===== src/rtl/mode1_cbrt_if.sv =====
// Start/done handshake bundle for the bit-serial cube-root decoder.
// Latency: none (wiring only).
// Backpressure: none; the master watches busy and re-asserts start once idle.
// Ports: start/cube_in go from master to slave; busy, done, root_out,
//        rem_out and exact go from slave back to master.
interface mode1_cbrt_if;
  logic        start;
  logic [11:0] cube_in;
  logic        busy;
  logic        done;
  logic [3:0]  root_out;
  logic [11:0] rem_out;
  logic        exact;

  modport master (
    output start, cube_in,
    input  busy, done, root_out, rem_out, exact
  );

  modport slave (
    input  start, cube_in,
    output busy, done, root_out, rem_out, exact
  );
endinterface


===== src/rtl/mode1_cbrt.sv =====
// Bit-serial integer cube root of a 12-bit value: floor root, remainder, exact flag.
// Latency: start accepted at edge N, done pulses for the cycle after edge N+5.
// Backpressure: start is ignored while busy; one result per 6 cycles at best.
// Ports: clk, rst (sync, active-high); bus (slave modport) carries
//        start/cube_in in and busy/done/root_out/rem_out/exact out.
module mode1_cbrt (
  input  logic         clk,
  input  logic         rst,
  mode1_cbrt_if.slave  bus
);

  typedef enum logic [1:0] {
    IDLE = 2'd0,
    CALC = 2'd1,
    DONE = 2'd2
  } state_t;

  state_t      state_q, state_d;
  logic [11:0] val_q, val_d;
  logic [3:0]  root_q, root_d;
  logic [1:0]  idx_q, idx_d;
  logic        busy_q, busy_d;
  logic        done_q, done_d;
  logic [3:0]  root_out_q, root_out_d;
  logic [11:0] rem_out_q, rem_out_d;
  logic        exact_q, exact_d;

  logic [3:0]  trial;
  logic [11:0] trial_cube;
  logic [11:0] root_cube;
  logic [11:0] rem;

  // 15^3 = 3375 fits in 12 bits, so truncating the product loses nothing.
  function automatic logic [11:0] cube12(input logic [3:0] x);
    logic [11:0] w;
    w = {8'd0, x};
    return w * w * w;
  endfunction

  // Candidate root with the bit under test set; kept only if its cube still fits.
  assign trial      = root_q | (4'd1 << idx_q);
  assign trial_cube = cube12(trial);
  assign root_cube  = cube12(root_q);
  // val >= root^3 always holds once the search finishes, so no borrow.
  assign rem        = val_q - root_cube;

  always_ff @(posedge clk) begin
    if (rst) begin
      state_q    <= IDLE;
      val_q      <= 12'd0;
      root_q     <= 4'd0;
      idx_q      <= 2'd0;
      busy_q     <= 1'b0;
      done_q     <= 1'b0;
      root_out_q <= 4'd0;
      rem_out_q  <= 12'd0;
      exact_q    <= 1'b0;
    end else begin
      state_q    <= state_d;
      val_q      <= val_d;
      root_q     <= root_d;
      idx_q      <= idx_d;
      busy_q     <= busy_d;
      done_q     <= done_d;
      root_out_q <= root_out_d;
      rem_out_q  <= rem_out_d;
      exact_q    <= exact_d;
    end
  end

  always_comb begin
    state_d    = state_q;
    val_d      = val_q;
    root_d     = root_q;
    idx_d      = idx_q;
    busy_d     = busy_q;
    done_d     = 1'b0;
    root_out_d = root_out_q;
    rem_out_d  = rem_out_q;
    exact_d    = exact_q;

    case (state_q)
      IDLE: begin
        if (bus.start) begin
          val_d   = bus.cube_in;
          root_d  = 4'd0;
          idx_d   = 2'd3;
          busy_d  = 1'b1;
          state_d = CALC;
        end
      end
      CALC: begin
        if (trial_cube <= val_q) begin
          root_d = trial;
        end
        idx_d = idx_q - 2'd1;
        if (idx_q == 2'd0) begin
          state_d = DONE;
        end
      end
      DONE: begin
        root_out_d = root_q;
        rem_out_d  = rem;
        exact_d    = (rem == 12'd0);
        done_d     = 1'b1;
        busy_d     = 1'b0;
        state_d    = IDLE;
      end
      default: begin
        state_d = IDLE;
      end
    endcase
  end

  assign bus.busy     = busy_q;
  assign bus.done     = done_q;
  assign bus.root_out = root_out_q;
  assign bus.rem_out  = rem_out_q;
  assign bus.exact    = exact_q;

endmodule


===== src/flat_wrapper.sv =====
// flat-port wrapper written by rule: the top's interface ports become plain ports
module mode1_cbrt_flat 
  (clk, rst, bus_start, bus_cube_in, bus_busy, bus_done, bus_root_out, bus_rem_out, bus_exact);
  mode1_cbrt_if bus_i ();
  input  logic clk;
  input  logic rst;
  input wire logic [$bits(bus_i.start)-1:0] bus_start;
  input wire logic [$bits(bus_i.cube_in)-1:0] bus_cube_in;
  output wire logic [$bits(bus_i.busy)-1:0] bus_busy;
  output wire logic [$bits(bus_i.done)-1:0] bus_done;
  output wire logic [$bits(bus_i.root_out)-1:0] bus_root_out;
  output wire logic [$bits(bus_i.rem_out)-1:0] bus_rem_out;
  output wire logic [$bits(bus_i.exact)-1:0] bus_exact;
  assign bus_i.start = bus_start;
  assign bus_i.cube_in = bus_cube_in;
  assign bus_busy = bus_i.busy;
  assign bus_done = bus_i.done;
  assign bus_root_out = bus_i.root_out;
  assign bus_rem_out = bus_i.rem_out;
  assign bus_exact = bus_i.exact;
  mode1_cbrt u_core (.clk(clk), .rst(rst), .bus(bus_i));
endmodule

===== config.mk =====
export PLATFORM = sky130hd
export DESIGN_NAME = mode1_cbrt_flat
export DESIGN_NICKNAME = d
export VERILOG_FILES = /design/src/rtl/mode1_cbrt_if.sv /design/src/rtl/mode1_cbrt.sv /design/src/flat_wrapper.sv
export SDC_FILE = /design/constraint.sdc
export NUM_CORES = 1
export LEC_CHECK = 0
export CAP_MARGIN = 10
export CORE_AREA = 2 2 95 97
export CTS_BUF_LIST = sky130_fd_sc_hd__clkbuf_4
export DETAILED_ROUTE_END_ITERATION = 8
export DIE_AREA = 0 0 97 99
export GPL_TIMING_DRIVEN = 0
export MAX_ROUTING_LAYER = met4
export PLACE_DENSITY = 0.83
export SETUP_SLACK_MARGIN = 0.02
export SLEW_MARGIN = 20
export SYNTH_ARGS = -nofsm -noshare
export SYNTH_HDL_FRONTEND = slang
export SYNTH_SLANG_ARGS = --single-unit

===== constraint.sdc =====
create_clock -name clk -period 6 [get_ports clk]
set_clock_uncertainty 0.15 [all_clocks]
set_input_delay 1.2 -clock clk [delete_from_list [all_inputs] [get_ports clk]]
set_output_delay 1.2 -clock clk [all_outputs]
set_load 0.02 [all_outputs]

==> run_results.csv, run 1 <==
group,metric,value,unit
run_status,outcome,"finished, final reports clean",
grt,grt_pass1_wl,17490,um
sta,hold_viol,0,
drt,dr.pass1.iters,5,
critical_path,crit_required,6.13,ns
grt,antenna_found_initial,0,
placement,gp_congestion,0.9136,
cts,clkLatencyLatePin,0.35,ns
yosys,yosys.area_share.simple,21.24,%
cts,clkSlewWorstSetupHoldPaths,0.12,ns
yosys,synthXorXnorAreaFrac,5.235,%
cells_and_area,insertedDiodeCount,0,
grt,gr-total-overflow,0,
drt,wl_per_cell,15.82,um
floorplanning,die-area,0.009603,mm^2
cts,numCtsBuffers,5,
pwr,vdd_drop_max,0.1973,mV
yosys,synth_top_family_by_area,"adder cells",
yosys,ys.flop_type,"dfxtp_1",
cells_and_area,final_nets,664,
drt,wl,10610,um
drt,antenna_left,0,
floorplanning,ios,34,
yosys,yosysSeqAreaShare,18.67,%
yosys,synth_compound_area_share,16.69,%
pwr,power-per-cell-area,189.9,mW/mm^2
yosys,synth_edf_count,0,
cells_and_area,drive_gt1_share,10.66,%
yosys,synth_fa_ha_area_share,31.05,%
cells_and_area,nFillCells,714,
floorplanning,chipWidth,97,um
placement,dp_hpwl,8253,um
critical_path,critPathCaptureType,"flop",
grt,grt_pass1_vias,3709,
cts,cts_tree,"yes",
yosys,syn-cell-area,0.004183,mm^2
cts,clockRootBuffer,"clkbuf_4",
cells_and_area,finish.utilization,57.59,%
yosys,yosysWarningCount,0,
critical_path,critPathKind,"flop to flop",
yosys,synth_cells,512,
floorplanning,die_y,99,um
sta,maxSlewHeadroom,63.10,%
sta,period_needed,5.749,ns
pwr,leakagePower,0.002170,uW
drt,remaining_drc_errors,0,
yosys,ys_seq_elements,39,
placement,io_buffers,33,
yosys,avgSynthCellArea,8.169,um^2
grt,gr-usage-all-layers,22.78,%
cts,cts_sinks,39,
drt,first_iter_violations,189,
sta,finalCritPeriodShare,95.81,%
drt,dr_total_vias,3748,
yosys,async_reset_ff_share,0,%
floorplanning,rows,34,
sta,setup_viol,0,
sta,drv_slew,0,
yosys,synthMuxAreaShare,0.5085,%
sta,tightest_slew,0.5535,ns
cts,hold_buffers,0,
critical_path,worstPathMaxFanout,10,
floorplanning,start_util,48.92,%
drt,viasPerCell,5.586,
critical_path,cp-start-kind,"flop",
yosys,synth_cell_type_count,51,
cts,htreeDepth,2,
critical_path,critPathArrivalTime,5.88,ns
grt,grt_start_max_net_pins,13,
sta,whs,0.3174,ns
sta,timing.fmax,174.0,MHz
cts,clockBufferDepth,2,
run,maxCapViolations,0,
floorplanning,coreArea,0.008551,mm^2
cells_and_area,area_growth,17.74,%
worst_hold_path,min_path_type,"flop to flop",
==> through the flow <==
step / TNS, ns / instance area [um^2] / cells / power (uW) / worst slack [ns]
floorplan: 0 / 4194 / 515 / 605.9 / 0.2234
global placement: -1.283 / 4659 / 656 / 696.2 / -0.3247
detailed placement: -1.865 / 4659 / 656 / 716.1 / -0.4255
CTS: 0 / 4812 / 668 / 905.0 / 0.01372
global route: -0.01818 / 4925 / 671 / 995.9 / -0.01128
finish: 0 / 4925 / 671 / 935.2 / 0.2514
==> cells by family (layout without fill, tap and decap cells) <==
family	after synthesis	count (layout)
buffers and inverters	70	118
multiplexers	2	2
flip-flops	39	39
AND/OR/NAND/NOR	181	181
adder cells (fa/ha/maj)	87	87
other	1	4
XOR/XNOR	25	25
AO/OA/AOI/OAI	107	107
==> layout make-up <==
| class | count | area (um^2) | share of cell area (%) |
|---|---|---|---|
| flip-flops and latches | 39 | 788.3 | 16.01 |
| clock buffers | 5 | 37.54 | 0.7622 |
| clock inverters | 3 | 38.79 | 0.7876 |
| multi-input cells | 406 | 3243 | 65.85 |
| repair buffers | 41 | 390.4 | 7.927 |
| plain buffers | 18 | 100.1 | 2.033 |
| well taps | 108 | 135.1 | 2.744 |
| inverters | 51 | 191.4 | 3.887 |
==> synthesized netlist by cell type (9+ instances only) <==
master    instances  area, um^2
a21oi_1          44       220.2
nand2_1          65       244.0
nand2b_1         10       62.56
nor3_1           14       70.07
xnor2_1          16       140.1
ha_1             59       738.2
nor2_1           34       127.6
fa_1             28       560.5
inv_1            51       191.4
xor2_1            9       78.83
o21ai_0          24       120.1
nor2b_1          17       106.4
clkbuf_1         15       56.30
a21o_1           12       90.09
and2_1           16       100.1
dfxtp_1          39       780.8
==> cells in the final DEF (no fill, tap or decap), types with 3 or more instances in the layout <==
master	count
a21o_1	12
clkbuf_1	10
clkdlybuf4s50_1	33
nor3_1	13
nor2_4	3
nand3_1	5
fa_1	27
nand2_1	65
o21bai_1	4
clkbuf_4	8
nor2b_1	17
xor2_1	9
dfxtp_1	35
nor2_1	31
o211ai_1	3
o21ai_1	7
conb_1	4
o21ai_0	18
inv_1	49
nand4_1	4
a31oi_1	3
a211oi_1	3
a21oi_2	4
xnor2_1	15
ha_1	55
a21oi_1	40
or3_1	3
dfxtp_2	3
and2_1	16
buf_4	8
nand2b_1	10
==> report_power, final <==
part	internal [uW]	leakage, uW	switching, uW	total [uW]
Clock	85.7	0.0000426	90.1	176
Combinational	199	0.00181	269	467
Sequential	274	0.000319	18.0	292
==> metal layers <==
metal / vias up / track usage (%) / part of all wire, %
li1: 1809 / - / -
met1: 1779 / 28.71 / 42
met2: 134 / 39.69 / 51
met3: 26 / 1.915 / 4.9
met4: 0 / 5.850 / 2.0
met5: - / - / 0
==> what timing repair did <==
item                       4_1_cts  5_1_grt
pin swaps                        3        4
setup endpoints to repair        5        7
buffers inserted                 4        4
resized for setup               14       35
==> critical path, cell delays in order (launching register included) <==
cell and delay (ns):
dfxtp_2 0.37, inv_2 0.10, ha_4 0.18, nor2_4 0.05, buf_8 0.14, nor3_4 0.23
ha_1 0.27, a21o_1 0.16, a21o_1 0.25, xnor2_2 0.18, nor2_1 0.08, fa_1 0.47
inv_1 0.05, fa_1 0.53, inv_1 0.04, ha_1 0.34, a21oi_2 0.22, o21bai_2 0.11
a21oi_2 0.19, o21ai_1 0.10, xor2_1 0.15, ha_1 0.30, nand4_1 0.12, or2_2 0.33
o32a_1 0.39, o21ai_0 0.17
==> path summary, 6_finish.rpt <==
| path | slack [ns] | from | cells past startpoint | end |
|---|---|---|---|---|
| min | 0.32 | u_core.val_q[10]$_SDFFE_PP0P_ | 2 | u_core.val_q[10]$_SDFFE_PP0P_ |
| max reg2reg | 0.25 | u_core.idx_q[0]$_SDFFE_PP0P_ | 25 | u_core.root_q[0]$_SDFFE_PP0P_ |
| max | 0.25 | u_core.idx_q[0]$_SDFFE_PP0P_ | 25 | u_core.root_q[0]$_SDFFE_PP0P_ |
| min reg2reg | 0.32 | u_core.val_q[10]$_SDFFE_PP0P_ | 2 | u_core.val_q[10]$_SDFFE_PP0P_ |
==> registers in the layout (all words and copies together) (netlist names) <==
register and count:
u_core.val_q 12, u_core.bus.exact 1, u_core.bus.rem_out 12, u_core.idx_q 2, u_core.state_q 2, u_core.bus.done 1
u_core.root_q 4, u_core.bus.busy 1, u_core.bus.root_out 4
Power figures use the tool's default switching activity.
==> inputs of run 2 (changes only) <==
--- a/config.mk
+++ b/config.mk
@@ -10,7 +10,6 @@
 export CTS_BUF_LIST = sky130_fd_sc_hd__clkbuf_4
 export DETAILED_ROUTE_END_ITERATION = 8
 export DIE_AREA = 0 0 97 99
-export GPL_TIMING_DRIVEN = 0
 export MAX_ROUTING_LAYER = met4
 export PLACE_DENSITY = 0.83
 export SETUP_SLACK_MARGIN = 0.02
==> run_results.csv, run 2 (same netlist as run 1, synthesis figures left out) <==
group,metric,value,unit
run_status,outcome,"finished, final reports clean",
cells_and_area,drive_gt1_share,10.33,%
cells_and_area,layout_commonest_cell,"nand2_1",
pwr,p_total,883.1,uW
drt,first_iter_violations,157,
placement,dp_hpwl,7885,um
floorplanning,die_y,99,um
sta,drv_slew,0,
grt,gr-total-overflow,0,
floorplanning,coreArea,0.008551,mm^2
grt,antenna_found_initial,0,
grt,grt_pass1_vias,3610,
cells_and_area,final_nets,653,
pwr,comb_power_share,50.7,%
critical_path,slowest_stage,"fa_1",
cells_and_area,area_growth,16.24,%
run,maxCapViolations,0,
pwr,leakagePower,0.002126,uW
sta,hold_viol,0,
pwr,switchingPower,367.8,uW
sta,maxSlewHeadroom,50.13,%
drt,dr_total_vias,3645,
cts,htreeDepth,2,
pwr,power-per-cell-area,181.6,mW/mm^2
cts,clockBufferDepth,2,
placement,dp_cells,650,
sta,fin_setup_tns,0,ns
floorplanning,rows,34,
cells_and_area,final_cells,660,
sta,timing.fmax,175.1,MHz
sta,finalCritPeriodShare,95.18,%
cts,numCtsBuffers,5,
floorplanning,die-area,0.009603,mm^2
floorplanning,chipWidth,97,um
cts,clkLatencyLatePin,0.35,ns
grt,gr-usage-all-layers,21.29,%
pwr,clkPwrFrac,16.3,%
critical_path,critPathCaptureType,"flop",
sta,tightest_slew,0.7480,ns
critical_path,cp-start-kind,"flop",
cells_and_area,finish.utilization,56.86,%
placement,placed_area,0.004676,mm^2
placement,gp_congestion,0.9977,
cells_and_area,fin_area,0.004862,mm^2
cells_and_area,insertedDiodeCount,0,
cts,cts_tree,"yes",
sta,period_needed,5.711,ns
placement,io_buffers,33,
cts,clkSlewWorstSetupHoldPaths,0.13,ns
pwr,switching_share,41.65,%
critical_path,critPathArrivalTime,5.84,ns
critical_path,cp_cell_sequence,"inv_1 -> ha_1 -> nor2_4 -> buf_4 -> nor3_1 -> ha_4 -> a21o_4 -> xnor2_2 -> nor2_1 -> fa_1 -> inv_1 -> fa_1 -> inv_1 -> ha_1 -> a21oi_2 -> o21bai_1 -> a21oi_2 -> o21ai_1 -> xor2_1 -> ha_1 -> nand4_1 -> or2_2 -> o32a_1 -> o21ai_1",
pwr,internal_power,515.3,uW
pwr,vdd_drop_max,0.1733,mV
drt,dr.pass1.iters,5,
cts,cts_sinks,39,
floorplanning,ios,34,
floorplanning,start_util,48.92,%
critical_path,path_buf_inv,4,
critical_path,crit_required,6.13,ns
grt,grt_start_max_net_pins,40,
cells_and_area,final_cell_mix,"nand2_1 (65), ha_1 (55), inv_1 (51)",
drt,antenna_left,0,
critical_path,critPathKind,"flop to flop",
pwr,pwr-share-seq,33.0,%
cts,clockRootBuffer,"clkbuf_4",
critical_path,cp_slowest_stage_delay,0.52,ns
critical_path,worstPathMaxFanout,5,
cells_and_area,nFillCells,719,
worst_hold_path,min_path_type,"flop to flop",
grt,grt_pass1_wl,16460,um
drt,viasPerCell,5.523,
drt,wl_per_cell,14.81,um
critical_path,critical-path-top-delay-family,"adder cells",
sta,setup_viol,0,
drt,remaining_drc_errors,0,
critical_path,regToRegSetupSlack,0.29,ns
drt,wl,9773,um
==> run 2: worst paths after layout <==
| check | cells after the start | end | from |
|---|---|---|---|
| setup reg to reg | 24 | u_core.root_q[1]$_SDFFE_PP0P_ | u_core.idx_q[0]$_SDFFE_PP0P_ |
| hold / removal | 2 | u_core.val_q[9]$_SDFFE_PP0P_ | u_core.val_q[9]$_SDFFE_PP0P_ |
| hold reg to reg | 2 | u_core.val_q[9]$_SDFFE_PP0P_ | u_core.val_q[9]$_SDFFE_PP0P_ |
| setup / recovery | 24 | u_core.root_q[1]$_SDFFE_PP0P_ | u_core.idx_q[0]$_SDFFE_PP0P_ |
==> run 2: per-layer routing <==
metal	vias to the layer above	wire, um	track usage, %
li1	1779	-	-
met1	1729	4353	27.39
met2	116	4801	36.32
met3	21	432	2.057
met4	0	185	5.309
met5	-	0	-
==> run 2: worst min-delay path, stage by stage (launching register included) <==
cell and delay, ns:
dfxtp_1 0.33, nand2_1 0.05, a21oi_1 0.05
==> run 2: per-stage QoR <==
stage / worst slack (ns) / hold slack [ns]
2_1_floorplan: 0.2234 / 0.2863
3_3_place_gp: 0.1880 / 0.2936
3_5_place_dp: -0.1736 / 0.2991
4_1_cts: 0.02669 / 0.3170
5_1_grt: -0.004722 / 0.3409
6_report: 0.2890 / 0.3141
==> run 2: cell type report <==
cell class / count / area (um^2) / share of cell area, %
multi-input cells: 406 / 3244 / 66.73
flip-flops and latches: 39 / 787.0 / 16.19
repair buffers: 48 / 442.9 / 9.110
inverters: 51 / 191.4 / 3.937
well taps: 108 / 135.1 / 2.779
clock buffers: 5 / 37.54 / 0.7720
clock inverters: 3 / 23.77 / 0.4889
==> run 2: power groups by stage <==
stage / logic, uW / registers [uW] / clock network [uW]
final: 447 / 292 / 144
after global routing: 501 / 294 / 157
after CTS: 426 / 291 / 144
after detailed placement: 418 / 296 / 0
after global placement: 403 / 295 / 0
after floorplan: 312 / 294 / 0
==> run 2: repair_timing <==
item | CTS | global route
hold buffers | 0 | 0
buffers inserted | 0 | 2
gates resized for setup | 8 | 22
setup endpoints to repair | 4 | 5
pin swaps | 0 | 4
